==> config.mk <==
export PLATFORM = sky130hd
export DESIGN_NAME = display_scan_decoder
export DESIGN_NICKNAME = d
export VERILOG_FILES = /design/src/rtl/display_scan_decoder.sv
export SDC_FILE = /design/constraint.sdc
export NUM_CORES = 1
export LEC_CHECK = 0
export ABC_AREA = 0
export CAP_MARGIN = 25
export CORE_MARGIN = 2
export CORE_UTILIZATION = 35
export CTS_CLUSTER_SIZE = 14
export DETAILED_ROUTE_END_ITERATION = 8
export DONT_BUFFER_PORTS = 1
export SYNTH_ARGS = -nofsm -noshare
export SYNTH_HDL_FRONTEND = slang
export SYNTH_SLANG_ARGS = --single-unit
==> constraint.sdc <==
create_clock -name clock_100Mhz -period 19.6 [get_ports clock_100Mhz]
set_clock_uncertainty 0.05 [all_clocks]
set_input_delay 3.92 -clock clock_100Mhz [delete_from_list [all_inputs] [get_ports clock_100Mhz]]
set_output_delay 3.92 -clock clock_100Mhz [all_outputs]
set_load 0.02 [all_outputs]
==> src/rtl/display_scan_decoder.sv <==
// Decodes a multiplexed 8-digit 7-segment display bus into two 4-digit binary values.
// Optional: define ERR_COUNT_EN to add a saturating error_count output.
module display_scan_decoder #(
  parameter int STABLE_CYCLES  = 16,
  parameter int TIMEOUT_CYCLES = 2097152
) (
  input  logic        clock_100Mhz,
  input  logic        reset,
  input  logic [7:0]  anode_activate,
  input  logic [7:0]  LED_out,
  output logic [15:0] number1,
  output logic [15:0] number2,
  output logic        frame_valid,
  output logic        frame_error,
`ifdef ERR_COUNT_EN
  output logic [7:0]  error_count,
`endif
  output logic        link_alive
);

  localparam int STAB_W = (STABLE_CYCLES > 2) ? $clog2(STABLE_CYCLES) : 1;
  localparam int TO_W   = $clog2(TIMEOUT_CYCLES);
  localparam logic [STAB_W-1:0] STAB_MAX = STAB_W'(STABLE_CYCLES - 1);
  localparam logic [TO_W-1:0]   TO_MAX   = TO_W'(TIMEOUT_CYCLES - 1);

  typedef enum logic [1:0] {IDLE, COLLECT, EMIT} state_t;

  state_t            state;
  logic [7:0]        anode_meta, anode_sync, led_meta, led_sync;
  logic [15:0]       pair_prev;
  logic [STAB_W-1:0] stable_cnt;
  logic              captured;
  logic [3:0]        slot [8];
  logic [7:0]        seen, err;
  logic [TO_W-1:0]   timeout_cnt;

  logic              pair_same, anode_ok, glyph_ok, capture;
  logic [2:0]        digit_idx;
  logic [3:0]        glyph_digit;
  logic [3:0]        slot_next [8];
  logic [7:0]        seen_next, err_next;

  function automatic logic [15:0] to_bin(input logic [3:0] d3, input logic [3:0] d2,
                                         input logic [3:0] d1, input logic [3:0] d0);
    return 16'(d3) * 16'd1000 + 16'(d2) * 16'd100 + 16'(d1) * 16'd10 + 16'(d0);
  endfunction

  assign pair_same = ({anode_sync, led_sync} == pair_prev);

  // NOTE: every variable gets a default before the case so no latch is inferred.
  always_comb begin
    anode_ok  = 1'b1;
    digit_idx = 3'd0;
    case (anode_sync)
      8'h7F:   digit_idx = 3'd0;
      8'hBF:   digit_idx = 3'd1;
      8'hDF:   digit_idx = 3'd2;
      8'hEF:   digit_idx = 3'd3;
      8'hF7:   digit_idx = 3'd4;
      8'hFB:   digit_idx = 3'd5;
      8'hFD:   digit_idx = 3'd6;
      8'hFE:   digit_idx = 3'd7;
      default: anode_ok  = 1'b0;
    endcase
  end

  // Table is written as full bytes with the decimal point forced off.
  always_comb begin
    glyph_ok    = 1'b1;
    glyph_digit = 4'd0;
    case ({led_sync[7:1], 1'b1})
      8'h03:   glyph_digit = 4'd0;
      8'h9F:   glyph_digit = 4'd1;
      8'h25:   glyph_digit = 4'd2;
      8'h0D:   glyph_digit = 4'd3;
      8'h99:   glyph_digit = 4'd4;
      8'h49:   glyph_digit = 4'd5;
      8'h41:   glyph_digit = 4'd6;
      8'h1F:   glyph_digit = 4'd7;
      8'h01:   glyph_digit = 4'd8;
      8'h09:   glyph_digit = 4'd9;
      default: glyph_ok    = 1'b0;
    endcase
  end

  // EMIT suppresses capture; the flag stays clear so it fires on the next cycle.
  assign capture = pair_same && (stable_cnt == STAB_MAX) && !captured && anode_ok &&
                   (state != EMIT);

  // Post-capture view of the frame, so the completing digit is emitted without delay.
  always_comb begin
    for (int i = 0; i < 8; i++) slot_next[i] = slot[i];
    seen_next = seen;
    err_next  = err;
    if (capture) begin
      slot_next[digit_idx] = glyph_digit;
      seen_next[digit_idx] = 1'b1;
      err_next[digit_idx]  = !glyph_ok;
    end
  end

  // NOTE: sequential state uses non-blocking assignments so every flop sees pre-edge values.
  always_ff @(posedge clock_100Mhz or negedge reset) begin
    if (!reset) begin
      anode_meta <= '0;
      anode_sync <= '0;
      led_meta   <= '0;
      led_sync   <= '0;
      pair_prev  <= '0;
      stable_cnt <= '0;
      captured   <= 1'b0;
    end else begin
      anode_meta <= anode_activate;
      anode_sync <= anode_meta;
      led_meta   <= LED_out;
      led_sync   <= led_meta;
      pair_prev  <= {anode_sync, led_sync};
      if (!pair_same) begin
        stable_cnt <= '0;
        captured   <= 1'b0;
      end else begin
        if (stable_cnt != STAB_MAX) stable_cnt <= stable_cnt + STAB_W'(1);
        if (capture) captured <= 1'b1;
      end
    end
  end

  always_ff @(posedge clock_100Mhz or negedge reset) begin
    if (!reset) begin
      state       <= IDLE;
      number1     <= '0;
      number2     <= '0;
      frame_valid <= 1'b0;
      frame_error <= 1'b0;
      link_alive  <= 1'b0;
      seen        <= '0;
      err         <= '0;
      timeout_cnt <= '0;
      // NOTE: the slot array is small and must read as zero after reset, so it is reset explicitly.
      for (int i = 0; i < 8; i++) slot[i] <= '0;
`ifdef ERR_COUNT_EN
      error_count <= '0;
`endif
    end else begin
      frame_valid <= 1'b0;
      frame_error <= 1'b0;
      if (capture) begin
        for (int i = 0; i < 8; i++) slot[i] <= slot_next[i];
        seen <= seen_next;
        err  <= err_next;
      end
      case (state)
        IDLE: begin
          link_alive  <= 1'b0;
          timeout_cnt <= '0;
          if (capture) state <= COLLECT;
        end
        COLLECT: begin
          if (capture) begin
            timeout_cnt <= '0;
            if (seen_next == 8'hFF) begin
              state <= EMIT;
              if (err_next == 8'h00) begin
                number1     <= to_bin(slot_next[0], slot_next[1], slot_next[2], slot_next[3]);
                number2     <= to_bin(slot_next[4], slot_next[5], slot_next[6], slot_next[7]);
                frame_valid <= 1'b1;
                link_alive  <= 1'b1;
              end else begin
                frame_error <= 1'b1;
`ifdef ERR_COUNT_EN
                if (error_count != 8'hFF) error_count <= error_count + 8'd1;
`endif
              end
            end
          end else if (timeout_cnt == TO_MAX) begin
            seen        <= '0;
            err         <= '0;
            timeout_cnt <= '0;
            link_alive  <= 1'b0;
            state       <= IDLE;
          end else begin
            timeout_cnt <= timeout_cnt + TO_W'(1);
          end
        end
        EMIT: begin
          seen        <= '0;
          err         <= '0;
          timeout_cnt <= '0;
          state       <= COLLECT;
        end
        default: state <= IDLE;
      endcase
    end
  end

endmodule

==> results of run 1 <==
cells by family after synthesis:
group,count (synthesis)
AO/OA/AOI/OAI,143
XOR/XNOR,63
adder cells (fa/ha/maj),144
buffers and inverters,132
flip-flops,157
multiplexers,94
other,1
AND/OR/NAND/NOR,174
cell usage in the layout (no fill, tap or decap), types with 14 or more instances in the layout:
cell | Yosys | final
sky130_fd_sc_hd__nor3_1 | 14 | 14
sky130_fd_sc_hd__nor2_1 | 40 | 39
sky130_fd_sc_hd__xnor2_1 | 29 | 29
sky130_fd_sc_hd__mux2_1 | 23 | 23
sky130_fd_sc_hd__inv_1 | 97 | 97
sky130_fd_sc_hd__ha_1 | 110 | 110
sky130_fd_sc_hd__fa_1 | 34 | 34
sky130_fd_sc_hd__xor2_1 | 34 | 34
sky130_fd_sc_hd__nand2_1 | 41 | 41
sky130_fd_sc_hd__a21o_1 | 14 | 14
sky130_fd_sc_hd__o21ai_0 | 47 | 47
sky130_fd_sc_hd__a21oi_1 | 34 | 34
sky130_fd_sc_hd__dfrtp_1 | 157 | 157
sky130_fd_sc_hd__clkbuf_16 | 0 | 17
sky130_fd_sc_hd__mux2_2 | 56 | 56
sky130_fd_sc_hd__nand3_1 | 19 | 19
sky130_fd_sc_hd__mux2i_1 | 15 | 15
metal layers:
layer	vias to the layer above	track usage (%)	wire length [µm]
met5	-	0	0
met4	0	5.08	291
met3	20	3.08	584
met1	3087	18.9	9360
li1	3111	-	-
met2	82	20.2	8540
through the flow:
step                total power (W)  hold slack [ps]  util, %  instances
finish                     0.000686              300     39.2       1292
global route               0.000712              316     39.2       1291
global placement           0.000350              286     37.0       1258
detailed placement         0.000350              290     37.0       1258
floorplan                  0.000348              281        -        909
CTS                        0.000698              303     39.1       1290
worst max-delay path: cells and delay by family, from the launching register on:
kind            cells  cell delay [ps]
simple gates        4             1390
mux                 2              840
flops               1              480
xor+xnor            2              310
fa+ha+maj           6             2490
buf+inv             2              110
compound gates      3              990
final cells by class:
type | count | area, µm² | share of cell area [%]
Clock inverter | 13 | 154 | 1.40
Tap cell | 378 | 473 | 4.31
Timing Repair Buffer | 7 | 52.6 | 0.479
Clock buffer | 19 | 453 | 4.13
Multi-Input combinational cell | 620 | 5540 | 50.5
Inverter | 97 | 364 | 3.32
Antenna cell | 1 | 2.50 | 0.0228
Sequential cell | 157 | 3930 | 35.8
power groups by stage:
stage	combinational (W)	sequential, W	clock (W)
2_1_floorplan	0.0000108	0.000337	0
3_3_place_gp	0.00000909	0.000341	0
3_5_place_dp	0.00000902	0.000341	0
4_1_cts	0.00000915	0.000335	0.000354
5_1_grt	0.0000101	0.000335	0.000367
6_report	0.00000914	0.000335	0.000342
worst max path at each step:
| stage | start | end | slack [ps] | cells past startpoint |
|---|---|---|---|---|
| floorplan | led_sync[2] | number1[13] | 13450 | 22 |
| global placement | led_sync[3] | number1[13] | 12960 | 19 |
| detailed placement | led_sync[3] | number1[13] | 12890 | 19 |
| CTS | led_sync[3] | number1[13] | 12830 | 19 |
| global route | led_sync[2] | number1[13] | 12380 | 21 |
| finish | led_sync[3] | number1[13] | 12820 | 19 |
registers in the layout (all words and copies together) (netlist names):
name	flops
stable_cnt	4
frame_valid	1
anode_sync	8
link_alive	1
seen	8
err	8
state	2
pair_prev	16
led_meta	8
anode_meta	8
timeout_cnt	21
slot	32
captured	1
led_sync	8
number1	15
number2	15
frame_error	1
==> flow_results.org, run 1 <==
** Outcome
- Outcome :: complete, no violations

** Clock network
- Number of sinks on the clock net :: 157
- # resized after CTS :: 0
- TritonCTS built the clock tree.
- For the worst-skew pair, the clock arrives at the later sink with an insertion delay of between 400 and 500 ps.
- In this run the deepest clock path goes through 2 buffers.
- Once the clock tree was built, the setup fixing pass inserted 0 buffers.
- After clock tree synthesis, the clock-pin slew on the worst setup and hold paths is ~70 ps.
- Master cell of the clock root buffer :: sky130_fd_sc_hd__clkbuf_16
- The number of clock buffers added by TritonCTS is 17.
- The H-tree was split into 4 levels.
- The number of hold buffers added after CTS was 0.

** Floorplanning
- The floorplan step defined a die boundary enclosing 30000 µm².
- Die width :: 173 µm
- The region available for standard cell placement spans 28000 µm².
- Count of boundary I/O pins :: 53
- For this configuration, the core starts out at a cell density of a little over a third.
- Chip Height :: about 170 µm
- After floorplanning, the core was divided into 61 placement rows.

** Setup path
- Required time at the endpoint of the critical path :: 19870 ps
- By startpoint and endpoint, the worst setup path is classified as reg2reg.
- Max stage delay on crit path :: 570 ps
- Critical Path Slowest Stage Cell :: sky130_fd_sc_hd__fa_1
- At the worst endpoint, the arrival time is a little over 7000 ps.
- In this run the register-to-register setup slack is between 10000 and 15000 ps.
- Critical R2R Capture :: number1[13]
- Category of the worst setup path capture point :: flip-flop
- Counting cells, the worst reg-to-reg path comes to 19.
- Startpoint kind of the worst setup timing path :: flip-flop
- Ordered list of cells on the worst path :: xor2_1 -> nor4_2 -> and4_4 -> nand3_1 -> mux2_2 -> ha_1 -> inv_1 -> fa_1 -> fa_1 -> inv_1 -> fa_1 -> ha_1 -> ha_1 -> a21o_1 -> a2111oi_0 -> nor3_1 -> a311oi_1 -> xnor2_1 -> mux2_1
- The worst register-to-register path begins at led_sync[3].
- Maximum net fanout on the critical path :: 14

** Finish
- Layout area overhead :: 9.56%
- Counting the fill cells in the layout gives about 2700.
- In the final design database the tool counted 1062 nets.
- The finished cells cover about 11000 µm².
- Share of cells above drive strength 1 :: 12.4%

** Placement
- Summed over all nets, the half-perimeter wirelength after detailed placement is between 10000 and 15000 µm.
- Placer congestion estimate :: 0.806
- Buffers on Ports :: 0
- Prior to clock tree synthesis, the placed netlist has a worst setup slack of around 13000 ps.
- Placement-stage cell area :: between 10000 and 15000 µm²

** GRT
- Entering global routing, the biggest net connects about 160 pins.
- Global routing used between 10% and 20% of the available tracks across all layers.
- The total overflow left after global routing is 0.
- Via count of the first global-routing pass :: ~6400
- Global-route wire length before repair :: 32600 µm
- The initial antenna violation count was 1.

** Yosys
- Total of flip-flops plus latches after synthesis :: 157
- The synthesized netlist occupies a cell area of roughly 10000 µm².
- A synthesized cell averages approximately 11 µm².
- Among all flip-flop cells after synthesis, the most frequent one is sky130_fd_sc_hd__dfrtp_1.
- Synth Area in XOR/XNOR :: about 5.5%
- Area contributors post-synth :: sky130_fd_sc_hd__dfrtp_1, sky130_fd_sc_hd__ha_1, sky130_fd_sc_hd__fa_1
- Proportion of synthesized chip area in sequential cells :: between 30% and 40%
- Yosys printed 0 warnings.
- Distinct cell type count after synthesis :: ~70
- Dominant combinational cell family by area after synthesis :: adder cells
- The synthesized design contains 0 enable-type register cells.
- Async set-or-reset flop fraction in the synthesized netlist :: 100%
- Summing the areas of all compound-gate instances in the mapped netlist gives 9.13% of the synthesized area.
- Of the total synthesized cell area, the portion taken by AND, OR, NAND and NOR gates is 9.53%.
- The commonest cells after synthesis are sky130_fd_sc_hd__dfrtp_1, sky130_fd_sc_hd__ha_1, sky130_fd_sc_hd__inv_1.
- Synthesized-area fraction occupied by adder cells :: 20.5%
- In this run the biggest area consumer among cell types represents between 30% and 40% of the synthesized area.
- Synthesis produced between 900 and 1000 cells.
- Library cell with the largest summed area after synthesis :: sky130_fd_sc_hd__dfrtp_1
- Post-synthesis mux area share :: approximately a tenth
- Most numerous cell in the Yosys netlist :: sky130_fd_sc_hd__dfrtp_1

** Hold path
- Counting instances, the worst hold path has a depth of 0.
- The path with the worst hold slack has its endpoint at anode_sync[5].
- Type of the worst min-delay path :: reg2reg
- Worst min-delay path startpoint :: anode_meta[5]

** Detailed routing
- In the routed design, unresolved DRC markers number 0.
- Initial DRT Pass Iterations :: 4
- The first routing iteration left between 200 and 300 violations.
- After detailed routing, the total wire length is 18800 µm.
- DR WL/cell :: about 15 µm
- In the routed layout, each cell is associated on average with a via count of ~4.9.
- Routed vias :: 6300
- Once detail routing completed, the nets flagged for antenna violations numbered 0.

** Timing
- Final slew viol count :: 0
- The final hold violation count is 0.
- Post-route setup TNS :: 0 ps
- Dividing the final minimum period by the clock period gives 34.6%.
- Subtracting the final worst setup slack from the clock period gives 6780 ps.
- For the pin with the worst max-slew slack, the measured transition is roughly 970 ps.
- Highest clock frequency the design can meet :: 0.148 GHz
- Max_slew headroom :: around 35%
- Setup repair after global routing left no endpoint under its margin.
- In the post-route analysis, the smallest setup slack over all paths is ~13000 ps.
- Setup violations remaining at the end of the flow were counted as 0.

** Power and ir drop
- Summed over all nets, the switching power comes to 0.000156 W.
- Sequential group share of total power :: 48.8%
- Net switching is between 20% and 30% of the power.
- In this run the static leakage power is ~5.7 nW.
- Logic gate share of total power :: approximately 1.3%
- Cell internal power was estimated by the tool at 0.000530 W.
- Maximum ir drop on the vdd rail :: around 0.000062 V
- Power spread over the standard cell area amounts to between 60 and 70 nW/µm².
- In this run, the clock network consumes 49.9% of the power.

** Job
- Maximum Capacitance Violations :: 0
(Power assumes the default switching activity.)
==> run 2: changes to the inputs <==
==> constraint.sdc (replaced) <==
create_clock -name clock_100Mhz -period 6.3 [get_ports clock_100Mhz]
set_clock_uncertainty 0.05 [all_clocks]
set_input_delay 1.26 -clock clock_100Mhz [delete_from_list [all_inputs] [get_ports clock_100Mhz]]
set_output_delay 1.26 -clock clock_100Mhz [all_outputs]
set_load 0.02 [all_outputs]
==> run 2 against run 1 <==
  * Sequential share of layout area decreased by 1.3 points
  * Sequential cell count did not move
  * Worst setup slack lost 13000 ps
  * First-iteration DRC count increased by 14%
  * Hold slack better by 0.59 ps
  * Wire length grew 3.6%
  * Largest power group unchanged
  * Register-to-register slack worse by 13000 ps
  * Sequential power grew to 3.1 times the previous value
  * Maximum frequency grew 12%
  * Count of clock-buffer cells in the layout shrank 2
  * Power increased to 3.1 times the previous value
==> flow_results.org, run 2 (synthesis gave the netlist of run 1 again) <==
** Floorplanning
- Die width :: between 150 and 200 µm
- In this run the standard cell core region covers between 20000 and 30000 µm².
- Effective utilization at floorplan :: 35.8%
- The die is between 150 and 200 µm tall.
- Die area :: between 20000 and 30000 µm²
- The floorplan has 61 rows.
- Count of boundary I/O pins :: 53

** Hold path
- Type of the worst min-delay path :: reg2reg
- Worst min-delay path startpoint :: led_meta[4]

** Finish
- In the layout the commonest cells are sky130_fd_sc_hd__dfrtp_1, sky130_fd_sc_hd__ha_1, sky130_fd_sc_hd__inv_1.
- Fill cell count :: ~2700
- Multi-input gate area in the final layout :: roughly 5700 µm²
- NumNets Final :: between 1000 and 1500
- Number of flip-flops under the largest register name :: 32
- Leaving out fill and tap cells, the most frequent cell in the layout is sky130_fd_sc_hd__dfrtp_1.
- Final non-filler cell area :: 11400 µm²
- The area growth from synthesis to layout is 13.8%.
- Largest registers :: slot x32, timeout_cnt x21, pair_prev x16
- slot holds more flip-flops than any other register.
- The repair_antennas step left the layout with diodes totalling 0.
- Final Util :: a little over 40%
- The post-route netlist has a little under a fifth of its cells at a drive strength greater than 1.
- In the final layout, flip-flops and latches occupy around 3900 µm².

** Setup path
- Setup slack on the worst reg-to-reg path comes out at approximately 250 ps.
- Maximum net fanout on the critical path :: 11
- Category of the worst setup path capture point :: flip-flop
- In this run the worst setup path begins at anode_sync[0].
- Startpoint kind of the worst setup timing path :: flip-flop
- Critical path start-end classification :: reg2reg
- Origin of the critical flop-to-flop path :: anode_sync[0]
- Required time at the endpoint of the critical path :: around 6600 ps
- STA puts the critical path data arrival time at 6320 ps.

** Timing
- Timing would allow up to 0.165 GHz.
- Post-layout minimum cycle time :: roughly 6000 ps
- Max_slew headroom :: a little over a third
- Setup-violating endpoint count in the final report :: 0
- The number of pins exceeding their max-slew limit in the final report is 0.
- For the final routed database, the setup TNS stands at 0 ps.
- Setup repair after global routing left no endpoint under its margin.
- Final Cycle Share :: a little over nine tenths
- Tightest Pin Transition :: approximately 980 ps
- Hold is met by 301 ps.
- The final hold violation count is 0.

** Clock network
- Insertion delay of the later-clocked pin in the worst-skew pair :: about 430 ps
- Master cell of the clock root buffer :: sky130_fd_sc_hd__clkbuf_16
- CTS max path bufs :: 2
- The clock drives 157 sinks.
- The number of clock buffers added by TritonCTS is 17.
- Clock-pin slew was measured on the worst setup and hold paths at ~70 ps.
- The number of hold buffers added after CTS was 0.
- Clock H-tree levels :: 4
- CTS tree :: built

** GRT
- Global-route wire length before repair :: 33300 µm
- Largest net degree at the start of global routing :: 158
- The initial antenna violation count is 0.
- Overall global routing resource usage :: a little over an eighth
- Via count of the first global-routing pass :: 6561
- Leftover overflow at the end of global routing :: 0

** Placement
- Routability-driven placement finished with a final weighted congestion of roughly 0.79.
- Once detailed placement completed, the half-perimeter wirelength came to roughly 14000 µm.
- Buffers placed on the I/O ports in this run total 0.
- Placement-stage cell area :: between 10000 and 15000 µm²

** Detailed routing
- After detailed routing, the total wire length is 19500 µm.
- Detailed routing inserted a total of approximately 6400 vias.
- DR WL/cell :: approximately 15 µm
- DRC :: 0
- In this run, the number of DRC markers left after iteration 0 of detailed routing was roughly 320.
- Dividing the detail-routed via count by the number of cells gives 4.83.
- ANT nets after route :: 0
- The pre-antenna-repair detailed-routing pass consisted of 4 iterations.

** Job
- The tool flagged a number of max-cap violations equal to 0.

** Power and ir drop
- The analysis attributes to cell leakage a power of 5.94 nW.
- Total power :: ~0.0021 W
- Maximum ir drop on the vdd rail :: roughly 0.00019 V
- Dividing total power by cell area gives a power density of approximately 190 nW/µm².

** Outcome
- Outcome :: complete, no violations
-- run 2: worst max-delay path, stage by stage, from the launching register on --
cell and delay (ps):
sky130_fd_sc_hd__dfrtp_2 420, sky130_fd_sc_hd__xor2_1 170, sky130_fd_sc_hd__nor4_2 370, sky130_fd_sc_hd__and4_4 340, sky130_fd_sc_hd__buf_8 150, sky130_fd_sc_hd__nand2_4 80, sky130_fd_sc_hd__mux2_4 350, sky130_fd_sc_hd__ha_1 320
sky130_fd_sc_hd__fa_1 560, sky130_fd_sc_hd__inv_1 70, sky130_fd_sc_hd__fa_1 550, sky130_fd_sc_hd__inv_1 60, sky130_fd_sc_hd__fa_1 480, sky130_fd_sc_hd__ha_1 340, sky130_fd_sc_hd__ha_4 260, sky130_fd_sc_hd__a21o_1 200
sky130_fd_sc_hd__a2111oi_4 380, sky130_fd_sc_hd__nor3_2 110, sky130_fd_sc_hd__a311oi_2 270, sky130_fd_sc_hd__xnor2_1 110, sky130_fd_sc_hd__mux2_2 270
-- run 2: worst paths after layout --
check	endpoint	cells past startpoint
max	number2[13]	20
min	led_sync[4]	0
max reg2reg	number2[13]	20
min reg2reg	led_sync[4]	0
max in group asynchronous	number2[10]	0
min in group asynchronous	anode_meta[5]	0
-- run 2: power by group --
group / switching, W / internal [W] / total, W
clock network: 0.000478 / 0.000566 / 0.00104
registers: 0.0000110 / 0.00102 / 0.00103
logic: 0.0000267 / 0.0000189 / 0.0000456
-- run 2: cell type report --
class,count,area share (%)
Sequential cell,157,34.5
Inverter,97,3.19
Clock buffer,17,3.73
Tap cell,378,4.15
Timing Repair Buffer,44,2.96
Multi-Input combinational cell,620,50.0
Clock inverter,15,1.42
-- run 2: metrics by stage --
step                      setup WS [ps]  instances
after detailed placement           -172       1290
final                               251       1328
after global routing               9.51       1328
after CTS                          26.9       1322
after global placement            -95.0       1290
after floorplan                     154        909
-- run 2: repair_timing --
action / in CTS / in global routing
pin swaps: 1 / 8
setup buffers: 0 / 6
gates resized for setup: 5 / 32
endpoints found under the setup margin: 1 / 8
-- run 2: routing by layer --
layer	track usage [%]	wire length (µm)	vias up
li1	-	-	3180
met1	19.3	9560	3150
met2	21.4	9070	71
met3	2.81	644	17
met4	3.18	187	0
met5	0	0	-
